$ cat config.mk
export PLATFORM = sky130hd
export DESIGN_NAME = instruction_memory_bank
export DESIGN_NICKNAME = d
export VERILOG_FILES = /design/src/rtl/instruction_memory_bank.sv
export SDC_FILE = /design/constraint.sdc
export NUM_CORES = 2
export LEC_CHECK = 0
export BUFFER_PORTS_ARGS = -buffer_cell sky130_fd_sc_hd__buf_2
export CELL_PAD_IN_SITES_DETAIL_PLACEMENT = 0
export CELL_PAD_IN_SITES_GLOBAL_PLACEMENT = 1
export CORE_MARGIN = 2
export CORE_UTILIZATION = 55
export CTS_BUF_LIST = sky130_fd_sc_hd__clkbuf_4
export DETAILED_ROUTE_END_ITERATION = 16
export PLACE_DENSITY = 0.9
export SETUP_SLACK_MARGIN = 0.02
export SLEW_MARGIN = 10
export SYNTH_ARGS = -nofsm -noshare
export SYNTH_HDL_FRONTEND = slang
export SYNTH_SLANG_ARGS = --single-unit
$ cat constraint.sdc
create_clock -name CLK -period 7.05 [get_ports CLK]
set_clock_uncertainty 0.15 [all_clocks]
set_input_delay 0.705 -clock CLK [delete_from_list [all_inputs] [get_ports CLK]]
set_output_delay 0.705 -clock CLK [all_outputs]
set_load 0.03 [all_outputs]
$ cat src/rtl/instruction_memory_bank.sv
// instruction_memory_bank: DEPTH x 32-bit instruction store with a registered
// fetch port, a loader write port and a self-clearing sweep after reset.
// Optional build macro IMEM_FAULT_CHECK_EN turns on fetch-address fault
// checking; without it the row index simply wraps modulo DEPTH.
module instruction_memory_bank #(
  parameter int unsigned DEPTH = 64,
  parameter int unsigned IDX_W = $clog2(DEPTH)
) (
  input  logic             CLK,
  input  logic             RESET,
  input  logic             FetchReq,
  input  logic [31:0]      Address,
  output logic [31:0]      ReadData,
  output logic             FetchValid,
  output logic             Busy,
  input  logic             ProgWE,
  input  logic [IDX_W-1:0] ProgAddr,
  input  logic [31:0]      ProgData,
  output logic             Fault
);

  localparam int unsigned DATA_W = 32;
  localparam logic [DATA_W-1:0] NOP_WORD = DATA_W'(32'h0000_0013);
  localparam logic [IDX_W-1:0]  LAST_ROW = IDX_W'(DEPTH - 1);

  typedef enum logic {
    ST_CLEAR = 1'b0,
    ST_IDLE  = 1'b1
  } state_e;

  state_e             state_q, state_d;
  logic [IDX_W-1:0]   ptr_q, ptr_d;
  logic [DATA_W-1:0]  rdata_q, rdata_d;
  logic               valid_q, valid_d;
  logic               fault_q, fault_d;
  logic               busy_q, busy_d;

  logic [DATA_W-1:0]  mem_q [DEPTH];

  logic               wr_en_c;
  logic [IDX_W-1:0]   wr_idx_c;
  logic [DATA_W-1:0]  wr_data_c;
  logic [IDX_W-1:0]   fetch_idx_c;
  logic               addr_fault_c;

  // Word index taken from the byte address.
  assign fetch_idx_c = Address[IDX_W+1:2];

`ifdef IMEM_FAULT_CHECK_EN
  // Misaligned or beyond-the-array addresses are faults.
  assign addr_fault_c = (|Address[1:0]) | (|Address[31:IDX_W+2]);
`else
  // Upper and byte-offset bits are don't-care; index wraps modulo DEPTH.
  logic addr_unused_c;
  assign addr_unused_c = ^{Address[31:IDX_W+2], Address[1:0]};
  assign addr_fault_c  = 1'b0;
`endif

  // Next-state, memory-write and fetch-result logic.
  always_comb begin
    state_d   = state_q;
    ptr_d     = ptr_q;
    rdata_d   = rdata_q;
    valid_d   = 1'b0;
    fault_d   = 1'b0;
    wr_en_c   = 1'b0;
    wr_idx_c  = ptr_q;
    wr_data_c = '0;

    case (state_q)
      ST_CLEAR: begin
        // Sweep zeroes one row per cycle; loader and fetch are dropped.
        wr_en_c   = 1'b1;
        wr_idx_c  = ptr_q;
        wr_data_c = '0;
        if (ptr_q == LAST_ROW) begin
          state_d = ST_IDLE;
          ptr_d   = '0;
        end else begin
          ptr_d = ptr_q + IDX_W'(1);
        end
      end
      ST_IDLE: begin
        if (ProgWE) begin
          wr_en_c   = 1'b1;
          wr_idx_c  = ProgAddr;
          wr_data_c = ProgData;
        end
        // Read uses pre-edge array contents, so a same-row write returns old data.
        if (FetchReq) begin
          valid_d = 1'b1;
          if (addr_fault_c) begin
            fault_d = 1'b1;
            rdata_d = NOP_WORD;
          end else begin
            rdata_d = mem_q[fetch_idx_c];
          end
        end
      end
      default: begin
        state_d = ST_CLEAR;
        ptr_d   = '0;
      end
    endcase

    busy_d = (state_d == ST_CLEAR);
  end

  // Control and output registers with synchronous reset.
  always_ff @(posedge CLK) begin
    if (RESET) begin
      state_q <= ST_CLEAR;
      ptr_q   <= '0;
      rdata_q <= '0;
      valid_q <= 1'b0;
      fault_q <= 1'b0;
      busy_q  <= 1'b1;
    end else begin
      state_q <= state_d;
      ptr_q   <= ptr_d;
      rdata_q <= rdata_d;
      valid_q <= valid_d;
      fault_q <= fault_d;
      busy_q  <= busy_d;
    end
  end

  // Instruction array; contents are initialised by the sweep, not by reset.
  always_ff @(posedge CLK) begin
    if (wr_en_c && !RESET) begin
      mem_q[wr_idx_c] <= wr_data_c;
    end
  end

  assign ReadData   = rdata_q;
  assign FetchValid = valid_q;
  assign Fault      = fault_q;
  assign Busy       = busy_q;

endmodule

==> flow_metrics.env <==
export IMPL_yosys_most_used_dff="edfxtp_1"
export IMPL_max_freq_mhz=244.7
export IMPL_synthSimpleGateAreaFrac_pct=1.929
export IMPL_layout_commonest_cell="edfxtp_1"
export IMPL_period_minus_slack_ns=4.087
export IMPL_synth_adder_area_share_pct=0.01562
export IMPL_vias=40480
export IMPL_postRouteWirelength_um=191900
export IMPL_worstMarginPinSlew_ns=1.308
export IMPL_switchingPower_mw=4.995
export IMPL_clock_root_buffer="clkbuf_4"
export IMPL_ff2ff_setup_slack_ns=2.96
export IMPL_cp_startpoint="state_q$_SDFF_PP0_"
export IMPL_synth_xor_area_share_pct=0.03280
export IMPL_numCtsBuffers=484
export IMPL_synth_compound_area_share_pct=2.329
export IMPL_p_comb_share_pct=3.3
export IMPL_finalInstanceArea_um2=89550
export IMPL_yosysWarnings=0
export IMPL_rsz0062_at_grt="no"
export IMPL_crit_path_end="mem_q[31][16]$_DFFE_PP_"
export IMPL_whs_ns=-0.003523
export IMPL_core_region_area_um2=145000
export IMPL_vias_per_cell=6.378
export IMPL_globalplace_congestion=0.8426
export IMPL_final_cell_mix="edfxtp_1 (2,048), clkbuf_4 (723), mux4_2 (515)"
export IMPL_worstSkewPairLatency_ns=1.33
export IMPL_ff2ff_path_depth=6
export IMPL_synth_cells=3566
export IMPL_synth_edf_count=2048
export IMPL_antenna_left=0
export IMPL_syn_area_um2=80100
export IMPL_drive_gt1_share_pct=35.43
export IMPL_synth_seq_cells=2089
export IMPL_layout_worst_path_cycle_share_pct=57.98
export IMPL_p_total_mw=23.64
export IMPL_end_kind="register"
export IMPL_hold_violations=2
export IMPL_cts_max_path_buffers=4
export IMPL_p_seq_share_pct=57.0
export IMPL_grt_max_degree=127
export IMPL_startpoint_type="register"
export IMPL_setup_viol=0
export IMPL_seq_area_frac_synth_pct=77.80
export IMPL_clock_sinks=2089
export IMPL_power_density_nw_per_um2=264.0
export IMPL_firstDrtPassIters=6
export IMPL_synthArstFlopShare_pct=0
export IMPL_setup_tns_ns=0
export IMPL_r2r_start="state_q$_SDFF_PP0_"
export IMPL_post_drt_wl_per_cell_um=30.24
export IMPL_die_area_um2=148700
export IMPL_drc=0
export IMPL_clk_pin_slew_ns=0.07
export IMPL_p_leak_nw=31.83
export IMPL_cap_violations=0
export IMPL_finalNetCount=4127
export IMPL_htreeDepth=5
export IMPL_track_usage_pct=26.15
export IMPL_drtIter0Drc=5780
export IMPL_placed_area_um2=83200
export IMPL_die_y_um=385.6
export IMPL_grt_pass1_vias=41240
export IMPL_drv_slew=0
export IMPL_ios=109
export IMPL_clkPwrFrac_pct=39.7
export IMPL_synth_top_family_by_area="multiplexers"
export IMPL_syn_area_per_cell_um2=22.46
export IMPL_critPathMaxFanout=25
export IMPL_area_delta_synth_final_pct=11.80
export IMPL_portBuffers=81
export IMPL_cts_tree="yes"
export IMPL_outcome="finished, violations left"
export IMPL_dp_hpwl_um=108300
export IMPL_antenna_found_initial=12
export IMPL_arrival_ns=4.93
export IMPL_final_core_util_pct=61.75
export IMPL_critPathKind="register to register"
export IMPL_internal_power_mw=18.64
export IMPL_dieWidth_um=385.6
export IMPL_timing_slew_headroom_pct=12.77
export IMPL_grt_pass1_wl_um=276400
export IMPL_row_count=140
export IMPL_start_util_pct=55.23
export IMPL_synth_cell_type_count=62
export IMPL_cts_resized=0
export IMPL_violations="negative hold slack"
export IMPL_synthMuxAreaShare_pct=16.46
export IMPL_switching_share_pct=21.13
export IMPL_reg2reg_to="mem_q[31][16]$_DFFE_PP_"
export IMPL_irDropWorstVdd_mv=0.1731
export IMPL_hold_class="input pin to register"
export IMPL_required_ns=7.89
export IMPL_syn_nets=3641
export IMPL_grt_overflow=0
[state kept, by name, summed over array words and instances (netlist names)]
signal      flops
ReadData       32
mem_q        2048
Busy            1
state_q         1
FetchValid      1
ptr_q           6
[power by group through the flow]
stage          logic (mW)  registers, mW  clock network (mW)
3_5_place_dp        0.773           13.7                   0
6_report            0.785           13.5                9.38
3_3_place_gp        0.761           13.7                   0
2_1_floorplan       0.551           13.7                   0
4_1_cts             0.780           13.5                9.51
5_1_grt             0.823           13.5                10.1
[cell families after synthesis]
kind of cell | count (synthesis)
DFF | 2089
muxes | 671
and+or+nand+nor | 329
AOI/OAI and AO/OA | 268
buffers and inverters | 204
xor gates and xnor gates | 3
adders and majority gates | 1
other | 1
[synthesized netlist by cell type (5+ instances only)]
| master | number | area, um^2 |
|---|---|---|
| a2111oi_0 | 8 | 70.07 |
| a21oi_1 | 55 | 275.3 |
| a221oi_1 | 26 | 227.7 |
| a22o_1 | 19 | 166.4 |
| a22oi_1 | 6 | 45.04 |
| a31oi_1 | 22 | 137.6 |
| and2_1 | 6 | 37.54 |
| and3_1 | 36 | 225.2 |
| buf_1 | 21 | 78.83 |
| buf_2 | 36 | 180.2 |
| buf_4 | 26 | 195.2 |
| buf_6 | 28 | 315.3 |
| clkbuf_1 | 86 | 322.8 |
| dfxtp_1 | 41 | 820.8 |
| edfxtp_1 | 2048 | 61500 |
| mux2_2 | 17 | 191.4 |
| mux2i_1 | 136 | 1361 |
| mux4_2 | 515 | 11600 |
| nand2_1 | 106 | 397.9 |
| nand2b_1 | 5 | 31.28 |
| nand3_1 | 31 | 155.2 |
| nand3b_1 | 7 | 52.55 |
| nand4_1 | 5 | 31.28 |
| nand4b_1 | 5 | 43.79 |
| nor2_1 | 95 | 356.6 |
| nor2b_1 | 9 | 56.30 |
| nor3_1 | 6 | 30.03 |
| o211ai_1 | 9 | 67.56 |
| o21a_1 | 14 | 105.1 |
| o21ai_0 | 21 | 105.1 |
| o21ai_1 | 7 | 35.03 |
| o221ai_1 | 27 | 236.5 |
| o22a_1 | 10 | 87.58 |
| o22ai_1 | 28 | 175.2 |
[how the worst min path moves through the flow]
stage / startpoint / end / depth (start not counted)
finish: ProgData[16] / mem_q[17][16]$_DFFE_PP_ / 2
global route: ProgData[16] / mem_q[11][16]$_DFFE_PP_ / 2
CTS: Address[6] / ReadData[26]$_SDFFE_PP0P_ / 4
detailed placement: ReadData[7]$_SDFFE_PP0P_ / ReadData[7]$_SDFFE_PP0P_ / 2
global placement: ReadData[7]$_SDFFE_PP0P_ / ReadData[7]$_SDFFE_PP0P_ / 2
floorplan: ptr_q[5]$_SDFFE_PP0N_ / ptr_q[5]$_SDFFE_PP0N_ / 2
[layout make-up]
type                       count  area [um^2]
sequential                  2089        62320
fill                        9465        55480
multi-input combinational   1273        17230
clock buffer                 723         5428
tap                         1917         2399
timing repair buffer         199         1464
clock inverter               137        680.7
inverter                       5        26.28
antenna                        4        10.01
[critical path, stage by stage, from the launching register on]
cell and delay [ns]:
dfxtp_2 0.48, and2_1 0.54, nand3_1 0.19, o21ai_0 0.18, nand2_1 0.64, nor2_4 1.17
buf_4 0.35
[layer usage]
layer	share of wire (%)	global-route usage, %	vias to the layer above
li1	-	-	16470
met1	35	34.49	20770
met2	48	40.50	2866
met3	14	9.375	357
met4	2.5	9.605	14
met5	0.049	0	-
[what timing repair did]
item	in CTS	in global routing
hold buffers	7	9
setup buffers	0	0
endpoints found under the hold margin	27	127
[stage by stage]
stage | cells | setup slack [ns]
after floorplan | 3566 | 3.355
after global placement | 5465 | 2.380
after global routing | 6347 | 2.857
final | 6347 | 2.963
after CTS | 6332 | 3.066
after detailed placement | 5465 | 2.302
Note: power is estimated with default switching activity, not from simulation.
